[src/rtl/pipeline_ctrl.sv]
// Pipeline hazard controller for a five-stage in-order core.
// Resolves memory freezes, EX redirects and load-use stalls into per-register
// enable/flush/hold controls, detects stuck memory accesses and keeps
// saturating performance counters for stall cycles and redirects.
module pipeline_ctrl #(
  parameter int TIMEOUT = 16,
  parameter int CNT_W   = 32
) (
  input  logic             clk,
  input  logic             reset,
  input  logic [4:0]       id_rs1,
  input  logic [4:0]       id_rs2,
  input  logic             id_ex_mem_read,
  input  logic [4:0]       id_ex_reg_dest,
  input  logic             ex_redirect,
  input  logic             mem_req,
  input  logic             mem_ready,
  output logic             pc_write,
  output logic             if_id_write,
  output logic             if_id_flush,
  output logic             id_ex_flush,
  output logic             mem_wb_flush,
  output logic             id_ex_hold,
  output logic             ex_mem_hold,
  output logic             mem_timeout,
  output logic [CNT_W-1:0] stall_cycles,
  output logic [CNT_W-1:0] redirect_count
);

  typedef enum logic [1:0] {
    RUN      = 2'd0,
    MEM_WAIT = 2'd1,
    FAULT    = 2'd2
  } state_t;

  // Last wait count that may still be followed by another wait cycle;
  // reaching it while still frozen means the access has timed out.
  localparam logic [7:0] WAIT_LAST = 8'(TIMEOUT - 1);

  state_t           state_q, state_d;
  logic [7:0]       wait_cnt_q, wait_cnt_d;
  logic             mem_timeout_q, mem_timeout_d;
  logic [CNT_W-1:0] stall_cycles_q, stall_cycles_d;
  logic [CNT_W-1:0] redirect_count_q, redirect_count_d;

  logic freeze;
  logic load_use;
  logic redirect_fire;

  // Hazard detection: a pending memory access freezes the back end, and a
  // load in EX feeding a source in ID needs one bubble (x0 never hazards).
  always_comb begin
    freeze   = 1'b0;
    load_use = 1'b0;
    if (state_q != FAULT) begin
      freeze = mem_req && !mem_ready;
    end
    if (id_ex_mem_read && (id_ex_reg_dest != 5'd0) &&
        ((id_ex_reg_dest == id_rs1) || (id_ex_reg_dest == id_rs2))) begin
      load_use = 1'b1;
    end
  end

  // Next-state logic: track consecutive freeze cycles and trap to FAULT
  // when memory never answers.
  always_comb begin
    state_d       = state_q;
    wait_cnt_d    = wait_cnt_q;
    mem_timeout_d = mem_timeout_q;
    case (state_q)
      RUN: begin
        if (freeze) begin
          state_d    = MEM_WAIT;
          wait_cnt_d = 8'd1;
        end
      end
      MEM_WAIT: begin
        if (!freeze) begin
          // Either memory answered or the request went away; this cycle
          // is handled as an ordinary non-freeze cycle.
          state_d    = RUN;
          wait_cnt_d = 8'd0;
        end else if (wait_cnt_q == WAIT_LAST) begin
          state_d       = FAULT;
          mem_timeout_d = 1'b1;
        end else begin
          wait_cnt_d = wait_cnt_q + 8'd1;
        end
      end
      FAULT: begin
        mem_timeout_d = 1'b1;
      end
      default: begin
        state_d    = RUN;
        wait_cnt_d = 8'd0;
      end
    endcase
  end

  // Output decode in priority order: reset, fault/freeze, redirect,
  // load-use, then free-running.
  always_comb begin
    pc_write      = 1'b1;
    if_id_write   = 1'b1;
    if_id_flush   = 1'b0;
    id_ex_flush   = 1'b0;
    mem_wb_flush  = 1'b0;
    id_ex_hold    = 1'b0;
    ex_mem_hold   = 1'b0;
    redirect_fire = 1'b0;
    if (reset) begin
      pc_write     = 1'b0;
      if_id_write  = 1'b0;
      if_id_flush  = 1'b1;
      id_ex_flush  = 1'b1;
      mem_wb_flush = 1'b1;
    end else if ((state_q == FAULT) || freeze) begin
      // Front end and EX/MEM stand still; WB gets a bubble so the stuck
      // access is not retired twice. A redirect waits for the thaw.
      pc_write     = 1'b0;
      if_id_write  = 1'b0;
      id_ex_hold   = 1'b1;
      ex_mem_hold  = 1'b1;
      mem_wb_flush = 1'b1;
    end else if (ex_redirect) begin
      // Squashes the wrong-path instructions in IF/ID and ID/EX, which
      // includes any instruction that a load-use stall would have held.
      if_id_flush   = 1'b1;
      id_ex_flush   = 1'b1;
      redirect_fire = 1'b1;
    end else if (load_use) begin
      pc_write    = 1'b0;
      if_id_write = 1'b0;
      id_ex_flush = 1'b1;
    end
  end

  // Saturating performance counters; reset keeps them at zero.
  always_comb begin
    stall_cycles_d   = stall_cycles_q;
    redirect_count_d = redirect_count_q;
    if (!pc_write && !(&stall_cycles_q)) begin
      stall_cycles_d = stall_cycles_q + 1'b1;
    end
    if (redirect_fire && !(&redirect_count_q)) begin
      redirect_count_d = redirect_count_q + 1'b1;
    end
  end

  // State and counter registers with synchronous reset.
  always_ff @(posedge clk) begin
    if (reset) begin
      state_q          <= RUN;
      wait_cnt_q       <= 8'd0;
      mem_timeout_q    <= 1'b0;
      stall_cycles_q   <= '0;
      redirect_count_q <= '0;
    end else begin
      state_q          <= state_d;
      wait_cnt_q       <= wait_cnt_d;
      mem_timeout_q    <= mem_timeout_d;
      stall_cycles_q   <= stall_cycles_d;
      redirect_count_q <= redirect_count_d;
    end
  end

  assign mem_timeout    = mem_timeout_q;
  assign stall_cycles   = stall_cycles_q;
  assign redirect_count = redirect_count_q;

endmodule
[config.mk]
export PLATFORM = sky130hd
export DESIGN_NAME = pipeline_ctrl
export DESIGN_NICKNAME = d
export VERILOG_FILES = /design/src/rtl/pipeline_ctrl.sv
export SDC_FILE = /design/constraint.sdc
export NUM_CORES = 1
export LEC_CHECK = 0
export BUFFER_PORTS_ARGS = -buffer_cell sky130_fd_sc_hd__buf_4
export CAP_MARGIN = 20
export CORE_ASPECT_RATIO = 1.2
export CORE_UTILIZATION = 25
export CTS_BUF_LIST = sky130_fd_sc_hd__clkbuf_16
export DETAILED_ROUTE_END_ITERATION = 16
export PLACE_DENSITY = 0.41
export SLEW_MARGIN = 0
export SYNTH_ARGS = -nofsm -noshare
export SYNTH_HDL_FRONTEND = slang
export SYNTH_SLANG_ARGS = --single-unit
[constraint.sdc]
create_clock -name clk -period 2.5 [get_ports clk]
set_clock_uncertainty 0.15 [all_clocks]
set_input_delay 0.25 -clock clk [delete_from_list [all_inputs] [get_ports clk]]
set_output_delay 0.25 -clock clk [all_outputs]
set_load 0.02 [all_outputs]
==> results.md <==
- Status: finished clean
- Share of post-route cells with drive strength above 1: 0.2689
- Main area contributors after synthesis: dfxtp_1 (40%), xor2_1 (10%), nor2_1 (8.0%), xnor2_1 (5.9%), nand4_1 (5.2%)
- Starting DRT DRC Count: 128
- Synthesized netlist net count: 474
- Area fraction of the dominant cell type after synthesis: 0.4023
- End point of the most critical hold path: wait_cnt_q[0]$_SDFFE_PP0P_
- Cells along the critical path: nor2b_2, nor3_1, inv_1, o21a_1, inv_2, buf_4
- Share of total power in combinational logic: 0.068
- Worst max-slew margin expressed relative to the limit: 0.6617
- Worst stage delay on the critical path: 310 ps
- Chip height: 135.8 um
- Clock share of power: 0.500
- Max stage delay cell, worst path: dfxtp_1
- Fill cell count: 1534
- Number of hold violations in the final report: 0
- Final max-slew violation count: 0
- Transition at the pin with the smallest max-transition slack: 506.3 ps
- Max-cap viol count: 0
- Standard-cell row count: 48
- Final GP Congestion: 0.7480
- Finish-stage setup viols: 0
- Nets: 588
- Starting density of the core: 0.2579
- Leakage component of the power: 0.002047 uW
- Number of antenna violations at the first check in global routing: 0
- Maximum number of pins on one net before global-route repair: 38
- Vias in the first global route: 3253
- Number of flops mapped to enable cells by yosys: 0
- Category of the critical setup timing path: reg -> out
- Distinct cells, synth: 46
- Area growth syn-to-layout: 37.35%
- # hold bufs at CTS: 0
- Maximum net fanout on the critical path: 9
- Depth of the CTS H-tree: 3
- Overflow left after global routing: 0
- DR WL/cell: 13.35 um
- Class of the worst hold path: in -> reg
- R2R Path End: redirect_count[28]$_SDFFE_PP0P_
- NetSw: 659.1 uW
- Post-synth design cell area: 3732 um2
- Commonest cells in the synthesized netlist: nor2_1 (80), dfxtp_1 (75), xor2_1 (43)
- Count of antenna-violating nets left after detailed routing: 0
- Die area: 15420 um2
- Sum Neg Setup Slack: 0 ps
- RSZ-0062 raised after global routing: false
- Worst R2R Start: redirect_count[0]$_SDFFE_PP0P_
- TritonCTS clock tree: built
- Aggregate global-route resource usage: 0.1351
- Total power density per cell area: 549.3 nW/um2
- HPWL Detailed: 7464 um
- Hold path cells: 4
- Root buf cell: clkbuf_16
- Number of buffers created by CTS: 9
- Most used flip-flop cell after synthesis: dfxtp_1
- Worst Reg2Reg Path Length in Cells: 7
- Diodes inserted: 0
- Share of flip-flops with an asynchronous set or reset: 0
- Register bit total from synthesis: 75
- Total Wirelength: 10270 um
- Count of mapped cells out of synthesis: 450
- Worst-Skew Late Latency: 340 ps
- Final Critical Period: 2245 ps
- First-pass GRT wire length: 16210 um
- Synthesized area divided by synthesized cell count: 8.294 um2
- Max Fclk: 0.4455 GHz
- Num ports: 93
- Share of total power in sequential cells: 0.432
- Final period util: 0.8978
- Net Sw Frac: 0.2341
- CTS clk-pin slew, worst paths: 60 ps
- Data arrival time of the worst path: 1840 ps
- Sink Count: 75
- Most repeated cell in the gate-level netlist after synthesis: nor2_1
- Area of the placeable core: 14470 um2
- Cell internal pwr: 2157 uW
- IR drop worst, VDD: 285.3 uV
- Type of element capturing the critical path: output port
- Warnings, synthesis: 0
- Required time of the critical path: 2100 ps
- Maximum buffer depth of the clock tree: 2
- Vias per Instance: 4.554
- Largest area contributor in the netlist: dfxtp_1
- First-pass DRT Iterations: 4
- Die span in x: 113.5 um
- Overall Power: 2816 uW
- Worst Min Path Start: mem_ready
- Slack of the worst reg-to-reg path: 260 ps
- Remaining design rule violation count: 0
- Vias post-DR: 3502
- Portion of the post-synthesis area used by sequential elements: 0.4023
- Number of port buffers: 92
- Crit path launch type: flop
==> layer usage <==
layer,GRT usage,vias to the layer above,wire (um)
li1,-,1793,-
met1,0.1666,1628,4676
met2,0.2222,64,4943
met3,0.03388,17,419
met4,0.05921,0,226
met5,0,-,0
==> timing repair <==
item / 4_1_cts / 5_1_grt
setup endpoints to repair: 0 / 7
gates resized for setup: 0 / 2
buffers inserted: 0 / 1
==> how the worst max path moves through the flow <==
stage | start | endpoint | slack, ps
detailed placement | id_ex_reg_dest[2] | stall_cycles[28]$_SDFFE_PP0P_ | 130
global route | stall_cycles[15]$_SDFFE_PP0P_ | stall_cycles[28]$_SDFFE_PP0P_ | 60
floorplan | redirect_count[14]$_SDFFE_PP0P_ | redirect_count[6]$_SDFFE_PP0P_ | 250
finish | state_q[1]$_SDFFE_PP0P_ | if_id_write | 260
CTS | stall_cycles[20]$_SDFFE_PP0P_ | stall_cycles[28]$_SDFFE_PP0P_ | 200
global placement | id_ex_reg_dest[2] | stall_cycles[28]$_SDFFE_PP0P_ | 120
==> sequential cells by signal (all words and copies together), names as in the netlist <==
signal and cells:
redirect_count 32, stall_cycles 32, state_q 2, wait_cnt_q 8, mem_timeout 1
==> power by group through the flow <==
| stage | clock (uW) | combinational (uW) | sequential (uW) |
|---|---|---|---|
| finish | 1410 | 192 | 1220 |
| global route | 1500 | 210 | 1220 |
| CTS | 1450 | 195 | 1220 |
| detailed placement | 0 | 195 | 1240 |
| global placement | 0 | 194 | 1240 |
| floorplan | 0 | 103 | 1250 |
==> cells by family after synthesis <==
logic type | Yosys count | synth area share
AOI/OAI and AO/OA | 36 | 0.05934
xor gates and xnor gates | 68 | 0.1596
adders and majority gates | 3 | 0.01006
buffers and inverters | 23 | 0.02815
DFF | 75 | 0.4023
muxes | 1 | 0.002682
and+or+nand+nor | 244 | 0.3379
==> area by class of cell <==
cell class	count	area [um2]	area share
sequential	75	1501	0.2929
clock buffer	9	225.2	0.04393
clock inverter	7	92.59	0.01806
timing repair buffer	121	908.4	0.1772
tap	200	250.2	0.04882
inverter	5	18.77	0.003661
multi-input combinational	352	2130	0.4154
==> through the flow <==
step | cell area (um2) | std cells | util | setup WS (ps) | hold WS (ps)
global placement | 4797 | 752 | 0.3314 | 119.3 | 293.8
global route | 5126 | 769 | 0.3542 | 58.69 | 166.9
finish | 5126 | 769 | 0.3542 | 255.4 | 136.6
detailed placement | 4797 | 752 | 0.3314 | 126.6 | 302.7
CTS | 5115 | 768 | 0.3534 | 197.2 | 127.2
floorplan | 3732 | 450 | - | 246.5 | 303.1
==> placed cells by master (no fill, tap or decap), drive strengths merged, types with 5 or more instances in the layout <==
| master | instances |
|---|---|
| and3 | 17 |
| and2 | 5 |
| nand2 | 36 |
| or3 | 15 |
| inv | 5 |
| o21ai | 14 |
| nor3 | 12 |
| clkinv | 5 |
| nand3 | 29 |
| xnor2 | 25 |
| clkbuf | 9 |
| nor2 | 80 |
| nand4 | 31 |
| buf | 121 |
| a21oi | 12 |
| xor2 | 43 |
| dfxtp | 75 |
==> critical path, delay by kind of cell, from the launching register on <==
kind / cells / cell delay [ps]
buffers and inverters: 3 / 520
and+or+nand+nor: 2 / 420
DFF: 1 / 310
AOI/OAI and AO/OA: 1 / 260
Power figures use the tool's default switching activity.
